`src/rtl/sos_tx_module.sv`:
```
// Morse "S O S" buzzer sequencer: one start pulse emits dot,dot,dot,dash,dash,dash,dot,dot,dot,
// each followed by a gap, timed by a 1 ms prescaler and a per-phase ms counter.
module sos_tx_module #(
  parameter logic [15:0] T1MS    = 16'd49_999,
  parameter logic [8:0]  DOT_MS  = 9'd100,
  parameter logic [8:0]  DASH_MS = 9'd300,
  parameter logic [8:0]  GAP_MS  = 9'd50
) (
  input  logic CLK,
  input  logic RSTn,
  input  logic SOS_En_Sig,
  output logic Pin_Out,
  output logic Busy_Sig,
  output logic Done_Sig
);

  typedef enum logic [1:0] {
    IDLE = 2'd0,
    ON   = 2'd1,
    OFF  = 2'd2
  } state_e;

  localparam logic [8:0] DOT_LAST  = DOT_MS - 9'd1;
  localparam logic [8:0] DASH_LAST = DASH_MS - 9'd1;
  localparam logic [8:0] GAP_LAST  = GAP_MS - 9'd1;
  localparam logic [3:0] LAST_IDX  = 4'd8;

  state_e      state_q;
  logic [3:0]  idx_q;
  logic [15:0] pre_q;
  logic [8:0]  ms_q;
  logic        pin_q;
  logic        busy_q;
  logic        done_q;

  logic        ms_tick_d;
  logic        is_dash_d;
  logic [8:0]  on_last_d;
  logic        phase_end_d;

  // Phase-end detection: the last clock of the last ms of the current phase
  always_comb begin
    ms_tick_d   = (pre_q == T1MS);
    is_dash_d   = (idx_q >= 4'd3) && (idx_q <= 4'd5);
    on_last_d   = is_dash_d ? DASH_LAST : DOT_LAST;
    phase_end_d = 1'b0;
    case (state_q)
      ON:      phase_end_d = ms_tick_d && (ms_q == on_last_d);
      OFF:     phase_end_d = ms_tick_d && (ms_q == GAP_LAST);
      default: phase_end_d = 1'b0;
    endcase
  end

  // Sequencer FSM with counters and registered outputs
  always_ff @(posedge CLK or negedge RSTn) begin
    if (!RSTn) begin
      state_q <= IDLE;
      idx_q   <= 4'd0;
      pre_q   <= 16'd0;
      ms_q    <= 9'd0;
      pin_q   <= 1'b0;
      busy_q  <= 1'b0;
      done_q  <= 1'b0;
    end else begin
      done_q <= 1'b0;
      case (state_q)
        IDLE: begin
          pre_q <= 16'd0;
          ms_q  <= 9'd0;
          if (SOS_En_Sig) begin
            state_q <= ON;
            idx_q   <= 4'd0;
            pin_q   <= 1'b1;
            busy_q  <= 1'b1;
          end else begin
            state_q <= IDLE;
            pin_q   <= 1'b0;
            busy_q  <= 1'b0;
          end
        end
        ON: begin
          if (phase_end_d) begin
            state_q <= OFF;
            pin_q   <= 1'b0;
            pre_q   <= 16'd0;
            ms_q    <= 9'd0;
          end else begin
            pre_q <= ms_tick_d ? 16'd0 : pre_q + 16'd1;
            ms_q  <= ms_tick_d ? ms_q + 9'd1 : ms_q;
          end
        end
        OFF: begin
          if (phase_end_d) begin
            pre_q <= 16'd0;
            ms_q  <= 9'd0;
            if (idx_q == LAST_IDX) begin
              state_q <= IDLE;
              busy_q  <= 1'b0;
              done_q  <= 1'b1;
            end else begin
              state_q <= ON;
              idx_q   <= idx_q + 4'd1;
              pin_q   <= 1'b1;
            end
          end else begin
            pre_q <= ms_tick_d ? 16'd0 : pre_q + 16'd1;
            ms_q  <= ms_tick_d ? ms_q + 9'd1 : ms_q;
          end
        end
        default: begin
          state_q <= IDLE;
          idx_q   <= 4'd0;
          pre_q   <= 16'd0;
          ms_q    <= 9'd0;
          pin_q   <= 1'b0;
          busy_q  <= 1'b0;
        end
      endcase
    end
  end

  assign Pin_Out  = pin_q;
  assign Busy_Sig = busy_q;
  assign Done_Sig = done_q;

endmodule

```
`config.mk`:
```
export PLATFORM = sky130hd
export DESIGN_NAME = sos_tx_module
export DESIGN_NICKNAME = d
export VERILOG_FILES = /design/src/rtl/sos_tx_module.sv
export SDC_FILE = /design/constraint.sdc
export NUM_CORES = 1
export LEC_CHECK = 0
export CAP_MARGIN = 20
export CORE_ASPECT_RATIO = 0.9
export CORE_MARGIN = 5
export CORE_UTILIZATION = 40
export CTS_CLUSTER_DIAMETER = 60
export DETAILED_ROUTE_END_ITERATION = 10
export GPL_ROUTABILITY_DRIVEN = 0
export SYNTH_ARGS = -nofsm -noshare
export SYNTH_HDL_FRONTEND = slang
export SYNTH_SLANG_ARGS = --single-unit
```
`constraint.sdc`:
```
create_clock -name CLK -period 2.9 [get_ports CLK]
set_input_delay 0.435 -clock CLK [delete_from_list [all_inputs] [get_ports CLK]]
set_output_delay 0.435 -clock CLK [all_outputs]
set_load 0.05 [all_outputs]
```
==> run metrics <==
top_reg_cell synth dfrtp_1; layout cells sized above 1 0.0973; register area 851 sq um; Clock Sinks 34; Crit Path Class reg -> reg; Multi-input gate area 1090 sq um; Cell Area, Synth 2000 sq um; PwrDens 381 nW/um^2; unrepaired setup endpoints after global routing no; Syn Nets 226; final setup fails 0; deepest clock path buffer count 2; #FFs+latches synth 34; clock latency on the worst-skew pair 290 ps; Worst Max-Slew Pin Slew 576 ps; Max Slew Vio Count 0; DRC 0; vias in the first global route 1,475; GRT Overall Usage 0.134; H-Tree Depth 2; pin count of the biggest net entering global routing 35; CTS tree built; io pins 6; CTS Buf Count 5; final-report hold violation count 0; clock root buffer clkbuf_8; cell row count 24; commonest non-fill, non-tap cell in the layout dfrtp_1; Core Area 4830 sq um; Tmin final 2330 ps; postcts setup bufs 0; Fill cells 475; max_slew headroom 0.616; post-synthesis async set-or-reset flop share 1.00; final cycle utilization of the critical path 0.803; Static Leak 0.000961 uW; Syn Inst Count 214; nets 237; Clock Skew 7.90 ps; Distinct cells, synth 46; crit start category flip-flop; hold buffer count at CTS 0; # resized after CTS 0; post-route ant nets 0; drt total wl 4.05 mm; Hold Path Class reg -> reg; Crit. End Element flip-flop; average cell area after synthesis 9.34 sq um; Area growth syn-to-layout 12.0%; DRT iter0 DRCs 122; CP Data Required Time 3080 ps; die footprint 6510 sq um; crit path DAT 2510 ps; IO Port Bufs 5; Detail Placement HPWL 2.95 mm; Antenna Cells 0; EDFF count, synth 0; Setup TNS Final 0 ps; global-route wire length before repair 7.14 mm; GRT overflow 0; maximum vdd ir drop 209 uV; Max Cap Viol 0; Seq/Total Area, Yosys 0.426; Detailed Routing Iterations Pass 1 4; routed wire length per instance 13.9 um; commonest non-fill, non-tap cells in the layout dfrtp_1 (34), nor2_1 (29), xor2_1 (13), nand2_1 (13), nand4_1 (12); crit path max fanout 11; Die X 84.5 um; yosys warns 0; Vias/cell 5.44; Worst-path clk slew 70 ps; via count 1,582; Die Ht 77.1 um; initial antenna violation count 0; outcome finished, final reports clean; starting density of the core 0.413; fin util 0.463; maximum clock rate 429 MHz
## worst max-delay path, stage by stage, from the launching register on
cell and delay (ps):
dfrtp_1 440, or4bb_1 580, or4_4 590, nor3_1 230, o21bai_1 100, mux2_2 270
## synth_stat cells (2+ instances only)
cell       n  area [sq um]
dfrtp_1   34           851
nor2_1    29           109
nand2_1   13          48.8
xor2_1    13           114
nand4_1   12          75.1
ha_1       9           113
inv_1      9          33.8
nand3_1    9          45.0
a21oi_1    7          35.0
nor3_1     6          30.0
o21ai_0    6          30.0
xnor2_1    6          52.6
and3_1     5          31.3
nor2b_1    4          25.0
a31oi_1    3          18.8
and2_1     3          18.8
o311ai_0   3          26.3
or3_1      3          18.8
a21o_1     2          15.0
a31o_2     2          17.5
buf_2      2          10.0
clkbuf_1   2          7.51
mux2i_1    2          20.0
nand3b_1   2          15.0
nor3b_1    2          15.0
nor4_1     2          12.5
nor4bb_1   2          20.0
o21a_1     2          15.0
o21ai_1    2          10.0
or4bb_1    2          22.5
## stage by stage
step / setup slack [ps] / power (uW) / std cells / cell area [sq um] / hold WS, ps
finish: 572 / 852 / 291 / 2240 / 467
global route: 448 / 888 / 291 / 2240 / 492
CTS: 579 / 867 / 291 / 2240 / 469
detailed placement: 626 / 497 / 283 / 2140 / 459
global placement: 656 / 497 / 283 / 2140 / 461
floorplan: 704 / 484 / 214 / 2000 / 139
## cell type report
| type | instances | share of cell area |
|---|---|---|
| Tap cell | 65 | 0.0364 |
| Timing Repair Buffer | 10 | 0.0391 |
| Clock buffer | 6 | 0.0369 |
| Clock inverter | 2 | 0.00559 |
| Inverter | 9 | 0.0151 |
| Multi-Input combinational cell | 165 | 0.487 |
| Sequential cell | 34 | 0.380 |
## logic make-up after synthesis
kind of cell / count (synthesis) / synth area share
multiplexers: 3 / 0.0157
flip-flops: 34 / 0.426
AO/OA/AOI/OAI: 34 / 0.113
AND/OR/NAND/NOR: 100 / 0.272
XOR/XNOR: 19 / 0.0833
adder cells (fa/ha/maj): 9 / 0.0564
buffers and inverters: 15 / 0.0332
## worst paths after layout
check / slack [ps] / depth (start not counted) / endpoint / from
setup / recovery: 570 / 5 / Busy_Sig / pre_q[4]
min in group asynchronous: 550 / 2 / pre_q[7] / RSTn
setup reg to reg: 570 / 5 / Busy_Sig / pre_q[4]
max in group asynchronous: 2040 / 2 / ms_q[6] / RSTn
hold reg to reg: 470 / 1 / pre_q[0] / pre_q[0]
hold / removal: 470 / 1 / pre_q[0] / pre_q[0]
## report_power, final
group	switching [uW]	internal [uW]	total [uW]	leakage, uW
Combinational	9.70	3.37	13.1	0.000469
Clock	174	191	364	0.0000472
Sequential	0	474	474	0.000445
Total	183	668	852	0.000961
## state kept, by name, indices dropped and copies added (netlist names)
signal and cells:
ms_q 9, state_q 2, pre_q 16, Pin_Out 1, idx_q 4, Done_Sig 1
Busy_Sig 1
## per-layer routing
| metal | global-route usage | part of all wire | vias to the layer above |
|---|---|---|---|
| met5 | 0 | 0 | - |
| met2 | 0.178 | 0.40 | 29 |
| met4 | 0.0427 | 0.014 | 0 |
| li1 | - | - | 786 |
| met1 | 0.207 | 0.54 | 762 |
| met3 | 0.0364 | 0.047 | 5 |
Power figures use the tool's default switching activity.
